[src/rtl/prim_reqack_initiator_if.sv]
// REQ/ACK port pair between the initiator and the two-phase CDC synchronizer.
// The initiator drives req_o; the synchronizer returns a single-cycle ack_i.
interface prim_reqack_initiator_if;
  logic req_o;
  logic ack_i;

  modport master (output req_o, input ack_i);
  modport slave  (input req_o, output ack_i);
endinterface

[src/rtl/prim_reqack_initiator.sv]
// Turns source-domain event pulses into REQ/ACK transactions; REQ is registered and rises the cycle after an enabled event.
// Backpressure: events queue in a saturating pending counter while REQ waits for ACK; REQ never drops without ACK.
module prim_reqack_initiator #(
  parameter int CntW          = 4,
  parameter int TimeoutW      = 8,
  parameter int TimeoutCycles = 200
) (
  input  logic                          clk_i,
  input  logic                          rst_ni,
  input  logic                          en_i,
  input  logic                          evt_i,
  input  logic                          clr_i,
  prim_reqack_initiator_if.master       sync,
  output logic [CntW-1:0]               pending_o,
  output logic                          busy_o,
  output logic                          overflow_o,
  output logic                          timeout_o,
  output logic                          err_ack_o
);

  typedef enum logic {
    IDLE = 1'b0,
    REQ  = 1'b1
  } state_e;

  localparam logic [CntW-1:0]     PendMax  = {CntW{1'b1}};
  localparam logic [TimeoutW-1:0] TmoMax   = {TimeoutW{1'b1}};
  localparam logic [TimeoutW-1:0] TmoLimit = TimeoutW'(TimeoutCycles);
  localparam bit                  TmoEn    = (TimeoutCycles != 0);

  state_e              state_q, state_d;
  logic [CntW-1:0]     pending_q, pending_d;
  logic [TimeoutW-1:0] tmo_cnt_q, tmo_cnt_d;
  logic                overflow_q, overflow_d;
  logic                timeout_q, timeout_d;
  logic                err_ack_q, err_ack_d;
  logic                req;
  logic                hs;
  logic                ovf_set;
  logic                tmo_set;
  logic                err_set;

  assign req     = (state_q == REQ);
  assign hs      = req & sync.ack_i;
  assign ovf_set = evt_i & ~hs & (pending_q == PendMax);
  assign err_set = sync.ack_i & ~req;

  // Pending counter: an event that coincides with a handshake replaces the completed one.
  always_comb begin
    pending_d = pending_q;
    if (evt_i && !hs) begin
      if (pending_q != PendMax) pending_d = pending_q + CntW'(1);
    end else if (!evt_i && hs) begin
      if (pending_q != '0) pending_d = pending_q - CntW'(1);
    end
  end

  always_comb begin
    state_d = state_q;
    unique case (state_q)
      IDLE: if (en_i && (pending_q != '0 || evt_i)) state_d = REQ;
      REQ:  if (hs && !(en_i && pending_d != '0)) state_d = IDLE;
      default: state_d = IDLE;
    endcase
  end

  // Outstanding-cycle counter restarts with each new transaction, including back-to-back ones.
  always_comb begin
    tmo_cnt_d = tmo_cnt_q;
    if (!req || hs) begin
      tmo_cnt_d = '0;
    end else if (tmo_cnt_q != TmoMax) begin
      tmo_cnt_d = tmo_cnt_q + TimeoutW'(1);
    end
  end

  assign tmo_set = TmoEn && req && !hs && (tmo_cnt_d == TmoLimit);

  // Sticky flags: a set condition in the same cycle as clr_i wins.
  always_comb begin
    overflow_d = ovf_set | (overflow_q & ~clr_i);
    timeout_d  = tmo_set | (timeout_q  & ~clr_i);
    err_ack_d  = err_set | (err_ack_q  & ~clr_i);
  end

  always_ff @(posedge clk_i or negedge rst_ni) begin
    if (!rst_ni) begin
      state_q    <= IDLE;
      pending_q  <= '0;
      tmo_cnt_q  <= '0;
      overflow_q <= 1'b0;
      timeout_q  <= 1'b0;
      err_ack_q  <= 1'b0;
    end else begin
      state_q    <= state_d;
      pending_q  <= pending_d;
      tmo_cnt_q  <= tmo_cnt_d;
      overflow_q <= overflow_d;
      timeout_q  <= timeout_d;
      err_ack_q  <= err_ack_d;
    end
  end

  assign sync.req_o = req;
  assign busy_o     = req;
  assign pending_o  = pending_q;
  assign overflow_o = overflow_q;
  assign timeout_o  = timeout_q;
  assign err_ack_o  = err_ack_q;

endmodule

[src/flat_wrapper.sv]
// flat-port wrapper written by rule: the top's interface ports become plain ports
module prim_reqack_initiator_flat 
#(
  parameter int CntW          = 4,
  parameter int TimeoutW      = 8,
  parameter int TimeoutCycles = 200
)
  (clk_i, rst_ni, en_i, evt_i, clr_i, pending_o, busy_o, overflow_o, timeout_o, err_ack_o, sync_req_o, sync_ack_i);
  prim_reqack_initiator_if sync_i ();
  input  logic clk_i;
  input  logic rst_ni;
  input  logic en_i;
  input  logic evt_i;
  input  logic clr_i;
  output logic [CntW-1:0] pending_o;
  output logic busy_o;
  output logic overflow_o;
  output logic timeout_o;
  output logic err_ack_o;
  output wire logic [$bits(sync_i.req_o)-1:0] sync_req_o;
  input wire logic [$bits(sync_i.ack_i)-1:0] sync_ack_i;
  assign sync_req_o = sync_i.req_o;
  assign sync_i.ack_i = sync_ack_i;
  prim_reqack_initiator #(.CntW(CntW), .TimeoutW(TimeoutW), .TimeoutCycles(TimeoutCycles)) u_core (.clk_i(clk_i), .rst_ni(rst_ni), .en_i(en_i), .evt_i(evt_i), .clr_i(clr_i), .sync(sync_i), .pending_o(pending_o), .busy_o(busy_o), .overflow_o(overflow_o), .timeout_o(timeout_o), .err_ack_o(err_ack_o));
endmodule
[config.mk]
export PLATFORM = sky130hd
export DESIGN_NAME = prim_reqack_initiator_flat
export DESIGN_NICKNAME = d
export VERILOG_FILES = /design/src/rtl/prim_reqack_initiator_if.sv /design/src/rtl/prim_reqack_initiator.sv /design/src/flat_wrapper.sv
export SDC_FILE = /design/constraint.sdc
export NUM_CORES = 1
export LEC_CHECK = 0
export BUFFER_PORTS_ARGS = -buffer_cell sky130_fd_sc_hd__buf_2
export CAP_MARGIN = 25
export CORE_MARGIN = 3
export CORE_UTILIZATION = 30
export CTS_CLUSTER_SIZE = 14
export DETAILED_ROUTE_END_ITERATION = 8
export SYNTH_ARGS = -nofsm -noshare
export SYNTH_HDL_FRONTEND = slang
export SYNTH_SLANG_ARGS = --single-unit
[constraint.sdc]
create_clock -name clk_i -period 2.2 [get_ports clk_i]
set_clock_uncertainty 0.05 [all_clocks]
set_input_delay 0.11 -clock clk_i [delete_from_list [all_inputs] [get_ports clk_i]]
set_output_delay 0.11 -clock clk_i [all_outputs]
set_load 0.01 [all_outputs]
# ---- Word-level counts from Yosys, hierarchy flattened
# Cells that the tools add are included.
dict set report word_totals {
  regBits 16
  input_bits 6
  out_inout_bits 9
  elab_cells 50
}
dict set report classes {
  add_sub_neg 3
  eq_ne 4
  muxes 9
  n_bitwise 13
  reduce_logical 15
}
# operator n
set ops {}
lappend ops {{two-way mux 4 bit} 4}
lappend ops {{two-way mux 8 bit} 2}
lappend ops {{adder 8 x 1 -> 8 bit, second input constant} 1}
lappend ops {{== test 8 bit, second input constant} 1}
lappend ops {{inequality test 8 bit, second input constant} 1}
lappend ops {{nonzero test 4 bit} 2}
lappend ops {{bitwise AND 1 bit} 7}
lappend ops {{logical AND 1 bit} 7}
lappend ops {{adder 4 x 1 -> 4 bit, second input constant} 1}
lappend ops {{== test 4 bit, second input constant} 1}
lappend ops {{zero test 1 bit} 4}
lappend ops {{inequality test 4 bit, second input constant} 1}
lappend ops {{subtractor 4 x 1 -> 4 bit, second input constant} 1}
lappend ops {{inverter 1 bit} 3}
lappend ops {{bitwise OR 1 bit} 3}
lappend ops {{logical OR 1 bit} 2}
lappend ops {{two-way mux 1 bit} 2}
lappend ops {{case mux 1 bit (2 select lines)} 1}

# ---- Logic depth before layout (Yosys ltp)
dict set report logic_depth {
  depth_word 10
  ltp_mapped 7
  depth_no_buf 7
}

# ---- Least setup slack after synthesis
# OpenSTA, ideal clock, no wires.
dict set report synth_path {
  path_type {reg-to-reg}
  start {reg u_core.pending_q[0] (netlist: u_core.pending_o[0])}
  end {reg u_core.state_q (netlist: u_core.busy_o)}
  setup_ps 90
  arrival_time_ps 1651
  t_required_ps 2060
  slack_ps 409
  path_stages_with_launch 7
  path_buffers 0
  synth_period_minus_slack_ps 1791
  cell_sequence {dfrtp_1 -> inv_1 -> ha_1 -> a211o_1 -> and2_4 -> a221o_1 -> o2111ai_1}
}
dict set report synth_via {
  elab_chain_len 10
  word_cells_on_any_way 17
  classes_between {add/sub: 2; eq/ne: 1; mux: 7; reduce/logical: 7}
}
# element line
set synth_rtl {}
lappend synth_rtl {{from (decl)} prim_reqack_initiator.sv:32} ;# logic [CntW-1:0] pending_q, pending_d;
lappend synth_rtl {{from (signal assigned)} prim_reqack_initiator.sv:96} ;# pending_q <= pending_d;
lappend synth_rtl {{subtractor 4 x 1 -> 4 bit or nonzero test 4 bit (tied branches)} {prim_reqack_initiator.sv:54, prim_reqack_initiator.sv:61}}
lappend synth_rtl {{two-way mux 4 bit} prim_reqack_initiator.sv:54} ;# if (pending_q != '0) pending_d = pending_q - CntW'(1);
lappend synth_rtl {{two-way mux 4 bit} prim_reqack_initiator.sv:53} ;# end else if (!evt_i && hs) begin
lappend synth_rtl {{two-way mux 4 bit} prim_reqack_initiator.sv:51} ;# if (evt_i && !hs) begin
lappend synth_rtl {{nonzero test 4 bit} prim_reqack_initiator.sv:62} ;# REQ: if (hs && !(en_i && pending_d != '0)) state_d = IDLE;
lappend synth_rtl {{logical AND 1 bit} prim_reqack_initiator.sv:62}
lappend synth_rtl {{zero test 1 bit} prim_reqack_initiator.sv:62}
lappend synth_rtl {{logical AND 1 bit} prim_reqack_initiator.sv:62}
lappend synth_rtl {{two-way mux 1 bit} prim_reqack_initiator.sv:62}
lappend synth_rtl {{case mux 1 bit (2 select lines) *} prim_reqack_initiator.sv:60} ;# unique case (state_q)
lappend synth_rtl {{net u_core.state_d} prim_reqack_initiator.sv:31} ;# state_e state_q, state_d;
lappend synth_rtl {{to (signal assigned)} prim_reqack_initiator.sv:95} ;# state_q <= state_d;
lappend synth_rtl {{to (decl)} prim_reqack_initiator.sv:31}
# The timed path passes the listed nets; every way through them passes the cells marked *.

# ---- Worst setup path after layout
dict set report layout_path {
  start {reg u_core.tmo_cnt_q[0]}
  end {reg u_core.timeout_q (netlist: u_core.timeout_o)}
}
dict set report layout_via {
  elab_chain_len 6
  word_cells_on_any_way 7
  classes_between {add/sub: 1; eq/ne: 2; mux: 2; bitwise: 1; reduce/logical: 1}
}
# element line
set layout_rtl {}
lappend layout_rtl {{from (decl)} prim_reqack_initiator.sv:33} ;# logic [TimeoutW-1:0] tmo_cnt_q, tmo_cnt_d;
lappend layout_rtl {{from (signal assigned)} prim_reqack_initiator.sv:97} ;# tmo_cnt_q <= tmo_cnt_d;
lappend layout_rtl {{adder 8 x 1 -> 8 bit or inequality test 8 bit (tied branches)} {prim_reqack_initiator.sv:73, prim_reqack_initiator.sv:72}}
lappend layout_rtl {{two-way mux 8 bit *} prim_reqack_initiator.sv:72} ;# end else if (tmo_cnt_q != TmoMax) begin
lappend layout_rtl {{two-way mux 8 bit *} prim_reqack_initiator.sv:70} ;# if (!req || hs) begin
lappend layout_rtl {{== test 8 bit *} prim_reqack_initiator.sv:77} ;# assign tmo_set = TmoEn && req && !hs && (tmo_cnt_d == TmoLimit);
lappend layout_rtl {{logical AND 1 bit *} prim_reqack_initiator.sv:77}
lappend layout_rtl {{bitwise OR 1 bit *} prim_reqack_initiator.sv:82} ;# timeout_d = tmo_set | (timeout_q & ~clr_i);
lappend layout_rtl {{net u_core.timeout_d} prim_reqack_initiator.sv:35} ;# logic timeout_q, timeout_d;
lappend layout_rtl {{to (signal assigned)} prim_reqack_initiator.sv:99} ;# timeout_q <= timeout_d;
lappend layout_rtl {{to (decl)} prim_reqack_initiator.sv:35}
# Marked as above.

==> out/metrics.csv <==
metric,value,unit
routed wire length,1.93,mm
WL/cell,12.1,µm
crit share post-route,0.860,
Lkg Pwr,0.546,nW
Max-cap violations,0,
Antenna diodes,0,
# DRC,0,
post-synthesis sequential area ratio,0.422,
hold crit path type,in2reg,
vias in the first global route,868,
CP endpoint kind,register,
clk sinks,16,
first-pass iteration count of the detailed router,4,
simple-gate share of the synthesized area,0.263,
WP data required,2.38,ns
antenna violations before repair,0,
XOR/XNOR Fraction of Synth Area,0.0277,
vias post-DR,790,
Synth warnings,0,
total negative setup slack,0,ns
"Avg Cell Area, Syn",9.30,µm²
Post-CTS Setup Bufs,0,
Final Hold Fails,0,
main flop type after synthesis,dfrtp_1,
Worst Tran Pin Value,0.361,ns
Synth Area in Adders,0.0396,
"count leader, synth",dfrtp_1,
Yosys reg bits,16,
largest net degree at the start of global routing,17,
"FFs w/ async S/R, synth",1.00,
H-Tree Depth,1,
Yosys top cell area share,0.422,
DRT antenna net count,0,
post-synth top area cell,dfrtp_1,
Tmin final,1.89,ns
die width,62.2,µm
IO Pins,15,
Post-Syn Nets,111,
endpoints failing setup,0,
Die H,62.2,µm
"Slew Viols, Final",0,
Rel. slew slack,0.759,
Clock Latency Late Sink,0.28,ns
final worst-path setup slack,0.308,ns
multi-input logic area,505,µm²
largest family of logic cells by synthesized area,simple AND/OR/NAND/NOR gates,
Worst-path clk slew,0.09,ns
TritonCTS clock tree,yes,
Compound-Gate Fraction of Synth Area,0.139,
synthesized area,948,µm²
Clock Path Buffers,2,
layout net count,129,
Area contributors post-synth,"dfrtp_1, mux2i_1, ha_1",
Syn Inst Count,102,
Layout area overhead,15.7,%
total core area,2880,µm²
PwrDens,992,nW/µm²
Worst EP arrival,2.07,ns
"top cells by count, synth","dfrtp_1, nand2_1, inv_1, nor2_1",
vias per cell,4.94,
maximum ir drop on the vdd rail,0.000502,V
first-pass GRT wire length,3.66,mm
pre-CTS WS,0.315,ns
RSZ-0062 raised after global routing,no,
Post-synth EDFFs,0,
post-synthesis mux area share,0.0646,
std cell rows,19,
layout cells sized above 1,0.186,
Starting Density,0.330,
Cell variety after synth,38,
port bufs,14,
number of fill cells,297,
total global routing overflow,0,
Inserted Clock Buffers,3,
GRT Total Usage,0.113,
DR iter-0 viols,65,
die area,3870,µm²
DP HPWL,1.45,mm
Critical Path Source Type,register,
CTS root buffer,clkbuf_4,
gp weighted congestion,0.855,
status,completed,
max frequency,529,MHz
Crit Path Class,reg2reg,
critical path peak fanout,7,
register area,400,µm²
[path summary, 6_finish.rpt]
path	startpoint	endpoint	slack [ns]	cells past startpoint
max	u_core.tmo_cnt_q[0]	u_core.timeout_o	0.31	6
min	en_i	u_core.busy_o	0.05	3
max reg2reg	u_core.tmo_cnt_q[0]	u_core.timeout_o	0.31	6
min reg2reg	u_core.err_ack_o	u_core.err_ack_o	0.48	2
max in group asynchronous	rst_ni	u_core.pending_o[3]	1.63	2
min in group asynchronous	rst_ni	u_core.tmo_cnt_q[7]	0.21	2
[layer usage]
metal,up-vias,part of all wire,GRT usage
li1,405,-,-
met1,374,0.48,0.134
met2,11,0.48,0.199
met3,0,0.038,0.0306
met4,0,0,0.0331
met5,-,0,0
[registers in the layout, summed over array words and instances, names as in the netlist]
signal / flops
u_core.tmo_cnt_q: 8
u_core.pending_o: 4
u_core.busy_o: 1
u_core.err_ack_o: 1
u_core.overflow_o: 1
u_core.timeout_o: 1
[cells in the final DEF (no fill, tap or decap), types with 2 or more instances in the layout]
master         count
clkbuf_4           3
nand3_1            4
a31oi_1            4
buf_2             14
dlygate4sd3_1      2
inv_1              7
mux2i_1            5
dfrtp_1           16
xnor2_1            2
nand3b_1           3
nand2_1            9
nor2b_1            3
nor2_1             7
ha_1               3
o21ai_0            4
and2_1             2
and3_1             5
nor3_1             3
a21oi_1            2
o22ai_1            2
[cell type report]
| type | count | share of cell area |
|---|---|---|
| Clock buffer | 3 | 0.0205 |
| Timing Repair Buffer | 16 | 0.0821 |
| Tap cell | 42 | 0.0479 |
| Inverter | 7 | 0.0239 |
| Multi-Input combinational cell | 76 | 0.461 |
| Sequential cell | 16 | 0.365 |
[through the flow]
step / area, µm² / utilization / hold slack, ns / total power [W] / instances
after floorplan: 948 / - / -0.236 / 0.000798 / 102
after global placement: 1050 / 0.367 / -0.00706 / 0.000930 / 155
after detailed placement: 1050 / 0.367 / -0.00158 / 0.000942 / 155
after CTS: 1100 / 0.381 / 0.0288 / 0.00111 / 160
after global routing: 1100 / 0.381 / 0.0527 / 0.00119 / 160
final: 1100 / 0.381 / 0.0457 / 0.00109 / 160
[timing repair]
| item | 4_1_cts | 5_1_grt |
|---|---|---|
| endpoints found under the hold margin | 18 | 0 |
| resized for setup | 0 | 0 |
| hold buffers | 2 | 0 |
[logic make-up (layout without fill, tap and decap cells)]
kind of cell,after synthesis,in the layout
xor+xnor,3,3
fa+ha+maj,3,3
simple gates,45,45
buf+inv,10,26
flops,16,16
compound gates,19,19
mux,6,6
[worst max-delay path: stages, from the launching register on]
cell	delay [ns]
dfrtp_1	0.42
ha_1	0.22
and3_1	0.30
nand3_2	0.19
or3_1	0.34
a21oi_1	0.15
a31o_1	0.15
[power breakdown]
group | leakage [nW] | internal (W) | switching (W)
sequential | 0.208 | 0.000361 | 0.000112
clock | 0.0138 | 0.0000635 | 0.0000891
combinational | 0.324 | 0.000220 | 0.000244
No activity file was read; power rests on OpenSTA's default activity.
